<file path="src/rtl/mdu_issue_ctrl.sv">
// mdu_issue_ctrl
//   EX-stage issue/sequencing controller for RV32M ops. It sits directly
//   upstream of a combinational divider and multiplier. An accepted op has
//   its operands and opcode registered and held stable for a multicycle
//   path. The pipeline is stalled while the op is in flight. The selected
//   unit result is then captured and presented as a one-cycle writeback
//   beat.
//
// Parameters
//   DIV_LATENCY  BUSY cycles granted to the divider path    (>=1)
//   MUL_LATENCY  BUSY cycles granted to the multiplier path (>=1)
//
// Optional feature (compile-time macro MDU_EARLY_OUT_EN)
//   When defined, a div/rem with rs2_data==0 skips BUSY and goes straight to
//   DONE. Its result is all-ones for DIV/DIVU and the dividend for REM/REMU.
//   When undefined, every op takes the full BUSY path. The divide-by-zero
//   value then comes from the divider itself.
//
// Ports
//   clk         in   clock, rising edge
//   rst         in   synchronous, active-low reset
//   ex_valid    in   M-extension instruction present in EX
//   funct3      in   RV32M funct3; [2]=1 div/rem, [2]=0 mul
//   rs1_data    in   operand A
//   rs2_data    in   operand B
//   rd_addr     in   destination register
//   flush       in   kill in-flight op
//   div_opcode  out  latched funct3[1:0] to the divider
//   mul_opcode  out  latched funct3[1:0] to the multiplier
//   op_a, op_b  out  registered operands to both units
//   div_result  in   divider output
//   mul_result  in   multiplier output
//   stall       out  hold IF/ID/EX pipeline registers
//   wb_valid    out  one-cycle result beat
//   wb_rd       out  destination for wb_data
//   wb_data     out  registered result
//
// State | meaning
// IDLE  | waiting for an M op in EX; stall raised combinationally on accept
// BUSY  | operands held for the unit; cnt counts down to the sample cycle
// DONE  | wb_valid beat; the instruction leaves EX at the end of this cycle

module mdu_issue_ctrl #(
  parameter int DIV_LATENCY = 4,
  parameter int MUL_LATENCY = 1
) (
  input  logic        clk,
  input  logic        rst,
  input  logic        ex_valid,
  input  logic [2:0]  funct3,
  input  logic [31:0] rs1_data,
  input  logic [31:0] rs2_data,
  input  logic [4:0]  rd_addr,
  input  logic        flush,
  output logic [1:0]  div_opcode,
  output logic [1:0]  mul_opcode,
  output logic [31:0] op_a,
  output logic [31:0] op_b,
  input  logic [31:0] div_result,
  input  logic [31:0] mul_result,
  output logic        stall,
  output logic        wb_valid,
  output logic [4:0]  wb_rd,
  output logic [31:0] wb_data
);

  typedef enum logic [1:0] {
    IDLE = 2'd0,
    BUSY = 2'd1,
    DONE = 2'd2
  } state_t;

  localparam int MAX_LAT = (DIV_LATENCY > MUL_LATENCY) ? DIV_LATENCY : MUL_LATENCY;
  localparam int CW      = (MAX_LAT > 1) ? $clog2(MAX_LAT) : 1;
  localparam logic [CW-1:0] DIV_TC = CW'(DIV_LATENCY - 1);
  localparam logic [CW-1:0] MUL_TC = CW'(MUL_LATENCY - 1);

  state_t          state_q, state_d;
  logic [CW-1:0]   cnt_q;
  logic [2:0]      f3_q;
  logic [4:0]      rd_q;
  logic            accept;
  logic            capture;
  logic            early_out;
  logic [31:0]     early_data;

`ifdef MDU_EARLY_OUT_EN
  assign early_out  = funct3[2] & (rs2_data == 32'd0);
  assign early_data = funct3[1] ? rs1_data : 32'hFFFF_FFFF;
`else
  assign early_out  = 1'b0;
  assign early_data = 32'd0;
`endif

  assign accept  = (state_q == IDLE) & ex_valid & ~flush;
  // Result is sampled only on the terminal count, so the units see operands
  // that have been stable for the full granted latency.
  assign capture = (state_q == BUSY) & ~flush & (cnt_q == '0);

  assign div_opcode = f3_q[1:0];
  assign mul_opcode = f3_q[1:0];

  always_comb begin
    state_d  = state_q;
    stall    = 1'b0;
    wb_valid = 1'b0;
    case (state_q)
      IDLE: begin
        if (accept) begin
          stall   = 1'b1;
          state_d = early_out ? DONE : BUSY;
        end
      end
      BUSY: begin
        stall = 1'b1;
        if (flush) begin
          state_d = IDLE;
        end else if (cnt_q == '0) begin
          state_d = DONE;
        end
      end
      DONE: begin
        // Op already committed: flush and ex_valid are ignored here.
        wb_valid = 1'b1;
        state_d  = IDLE;
      end
      default: state_d = IDLE;
    endcase
  end

  always_ff @(posedge clk) begin
    if (!rst) begin
      state_q <= IDLE;
      cnt_q   <= '0;
      f3_q    <= 3'd0;
      rd_q    <= 5'd0;
      op_a    <= 32'd0;
      op_b    <= 32'd0;
      wb_rd   <= 5'd0;
      wb_data <= 32'd0;
    end else begin
      state_q <= state_d;
      if (accept) begin
        op_a  <= rs1_data;
        op_b  <= rs2_data;
        f3_q  <= funct3;
        rd_q  <= rd_addr;
        cnt_q <= funct3[2] ? DIV_TC : MUL_TC;
        if (early_out) begin
          wb_data <= early_data;
          wb_rd   <= rd_addr;
        end
      end else if (capture) begin
        wb_data <= f3_q[2] ? div_result : mul_result;
        wb_rd   <= rd_q;
      end else if ((state_q == BUSY) && !flush) begin
        cnt_q <= cnt_q - 1'b1;
      end
    end
  end

endmodule
</file>
<file path="config.mk">
export PLATFORM = sky130hd
export DESIGN_NAME = mdu_issue_ctrl
export DESIGN_NICKNAME = d
export VERILOG_FILES = /design/src/rtl/mdu_issue_ctrl.sv
export SDC_FILE = /design/constraint.sdc
export NUM_CORES = 1
export LEC_CHECK = 0
export BUFFER_PORTS_ARGS = -buffer_cell sky130_fd_sc_hd__clkbuf_2
export CAP_MARGIN = 20
export CORE_AREA = 2 2 110 112
export DETAILED_ROUTE_END_ITERATION = 12
export DIE_AREA = 0 0 112 114
export PLACE_DENSITY = 0.74
export SLEW_MARGIN = 20
export SYNTH_ARGS = -nofsm -noshare
export SYNTH_HDL_FRONTEND = slang
export SYNTH_SLANG_ARGS = --single-unit
</file>
<file path="constraint.sdc">
create_clock -name clk -period 1.45 [get_ports clk]
set_input_delay 0.0725 -clock clk [delete_from_list [all_inputs] [get_ports clk]]
set_output_delay 0.0725 -clock clk [all_outputs]
set_load 0.02 [all_outputs]
</file>
==> summary.md <==
| Metric | Value |
|---|---|
| Final wirelength | `16400 µm` |
| Area contributors post-synth | `dfxtp_1, nand2_1, mux2i_1` |
| Crit Path Max Fanout | `12` |
| Cell Area, Synth | `4500 µm²` |
| DIE WIDTH | `112 µm` |
| Routability congestion estimate | `0.780` |
| GRT Util Overall | `21.6%` |
| GR Util met3 | `5.42%` |
| Sequential-to-total area share from yosys stat | `50.2%` |
| Iter 0 DRT Violations | `334` |
| Crit path arrival time | `1.79 ns` |
| Leading area contributor after synthesis | `dfxtp_1` |
| WP data required | `1.74 ns` |
| Leakage | `3.54 nW` |
| Pre-antenna DRT Iters | `5` |
| I/O Buffers | `246` |
| Post-synthesis register bit count | `113` |
| Status | `finished, violations left` |
| Clock root buffer | `clkbuf_16` |
| Kind of critical path | `reg2reg` |
| Worst Setup Start Kind | `register` |
| Vias | `5032` |
| Post-DP HPWL | `8680 µm` |
| Final slew viol count | `0` |
| IO Pins | `247` |
| Met2 GRT Util | `40.0%` |
| First-pass GRT wire length | `22300 µm` |
| ANT cells | `0` |
| Syn nets | `652` |
| Mapped Cells | `511` |
| Synth Warn # | `0` |
| Final Hold Viols | `0` |
| Total power | `9.14 mW` |
| Area grow syn2layout | `77.7%` |
| Clk slew on worst S/H paths | `0.05 ns` |
| Worst Skew | `0.0110 ns` |
| Hold Path Class | `in2reg` |
| GR Overflow Total | `0` |
| Fin crit period | `1.49 ns` |
| Number of max-cap violations | `0` |
| Power Density | `1140 nW/µm²` |
| Fillers | `873` |
| CTS H-tree depth | `4` |
| Synth cell types | `29` |
| Wire per inst | `16.1 µm` |
| Syn_area_per_cell | `8.81 µm²` |
| Failing checks | `negative setup slack` |
| Die ar. | `12800 µm²` |
| Drt via density | `4.93` |
| Seq. cell area | `2270 µm²` |
| Detailed-route DRC error count | `0` |
| Share of post-route cells with drive strength above 1 | `44.2%` |
| Worst hold slack | `0.00528 ns` |
| Starting Density | `38.5%` |
| Relative slew slack | `79.8%` |
| Detail Route Antenna Nets | `0` |
| RSZ-0062 raised after global routing | `yes` |
| Clk sinks | `113` |
| VDD IR-drop max | `688 µV` |
| Final worst slack | `-0.0439 ns` |
| Worst-Margin Slew | `0.295 ns` |
| Initial antenna violation count | `0` |
| CP endpoint kind | `register` |
| Footprint of the multi-input gates | `2150 µm²` |
| Max frequency | `669 MHz` |
| Number of global-route vias before repair | `4586` |
| Final setup violation count | `22` |
| CTS tree | `done` |
| Post-synth top area share | `50.2%` |
| Final Util | `68.3%` |
| Core ar. | `11700 µm²` |
| Clk buf depth | `2` |
| Num CTS Buffers | `17` |
| Site Rows | `40` |
| Worst skew pair latency | `0.41 ns` |
| Top Usage Layer GRT | `met2` |
| Final period util | `103%` |
| Die height | `114 µm` |
| # nets final | `1003` |
| Pin count of the biggest net entering global routing | `43` |
| GR Layer Usage met1 | `24.9%` |
## final cells by class
| type | instances | share of cell area, % |
|---|---|---|
| Timing Repair Buffer | 378 | 34.6 |
| Sequential cell | 113 | 28.3 |
| Multi-Input combinational cell | 348 | 26.9 |
| Clock buffer | 21 | 5.75 |
| Tap cell | 147 | 2.30 |
| Clock inverter | 10 | 1.99 |
| Inverter | 4 | 0.188 |
## power breakdown
part | total, mW | switching (mW) | internal, mW
Combinational | 1.44 | 0.724 | 0.712
Clock | 4.37 | 1.42 | 2.95
Sequential | 3.33 | 0.0801 | 3.25
## layer usage
metal,routed length (µm),share of wire [%]
met5,0,0
met4,324,2.0
met3,832,5.1
met2,8830,54
met1,6460,39
## cell families (layout without fill, tap and decap cells)
| logic type | count (synthesis) | after routing | share of synthesized area, % |
|---|---|---|---|
| flops | 113 | 113 | 50.2 |
| mux | 32 | 32 | 7.11 |
| compound gates | 115 | 115 | 17.5 |
| fa+ha+maj | 1 | 1 | 0.278 |
| simple gates | 200 | 200 | 18.0 |
| buf+inv | 50 | 413 | 6.81 |
## critical path, cell delays in order, from the launching register on
cell and delay, ns:
dfxtp_2 0.33, inv_2 0.05, ha_4 0.16, and4bb_4 0.27, buf_6 0.16, buf_16 0.14, a211oi_1 0.26
## per-stage QoR
step / area [µm²] / setup TNS [ns] / cells / setup slack [ns]
after floorplan: 4510 / 0 / 511 / 0.0312
after global placement: 5900 / -2.23 / 882 / -0.0865
after detailed placement: 5900 / -3.10 / 882 / -0.102
after CTS: 7440 / -0.0160 / 1001 / -0.0144
after global routing: 8000 / -2.88 / 1021 / -0.0864
final: 8000 / -0.303 / 1021 / -0.0439
## sequential cells by signal (all words and copies together) (netlist names)
register  cells
op_a         32
op_b         32
state_q       2
f3_q          3
cnt_q         2
wb_data      32
rd_q          5
wb_rd         5
## path summary, 6_finish.rpt
check / cells after the start / from / slack [ns] / endpoint
setup / recovery: 6 / cnt_q[1] / -0.04 / wb_data[28]
hold / removal: 3 / div_result[20] / 0.005 / wb_data[20]
setup reg to reg: 6 / cnt_q[1] / -0.04 / wb_data[28]
hold reg to reg: 2 / op_b[26] / 0.45 / op_b[26]
## cell usage in the layout, fill, tap and decap left out, types with 2 or more instances in the layout
cell type	count
clkbuf_2	246
nand2_1	126
dfxtp_1	108
dlygate4sd3_1	87
nor2_1	40
a21boi_1	34
mux2i_1	32
clkbuf_16	25
a21oi_1	22
a211oi_1	22
nand2_2	18
buf_4	15
a211oi_2	13
buf_12	10
a21oi_2	9
buf_6	9
a21boi_2	8
dfxtp_2	5
bufinv_16	4
inv_2	3
nor2_2	3
clkinv_2	3
and2_1	2
nand3_1	2
clkbuf_8	2
clkinvlp_4	2
clkbuf_1	2
## cells in the mapped netlist
library cell / number
and4bb_2: 1
dfxtp_1: 113
ha_1: 1
and2_1: 2
mux2i_1: 32
a21boi_0: 3
nor4b_4: 1
o211a_1: 1
or2_2: 1
inv_1: 4
nor4b_1: 1
o41ai_1: 2
nand2_1: 145
nor2_1: 43
or4b_1: 1
nor3b_1: 1
buf_2: 14
o311a_1: 1
a211oi_1: 35
nor2b_1: 1
buf_4: 11
and3b_1: 1
a21boi_1: 40
a31oi_1: 1
nand3_1: 2
buf_6: 8
clkbuf_1: 13
a21oi_1: 31
o21ai_0: 1
## timing repair
item,in CTS,in global routing
setup buffers,0,9
gates cloned,1,11
hold buffers,87,0
endpoints found under the hold margin,83,0
endpoints found under the setup margin,74,92
resized for setup,5,80
pin swaps,0,20
(Power assumes the default switching activity.)
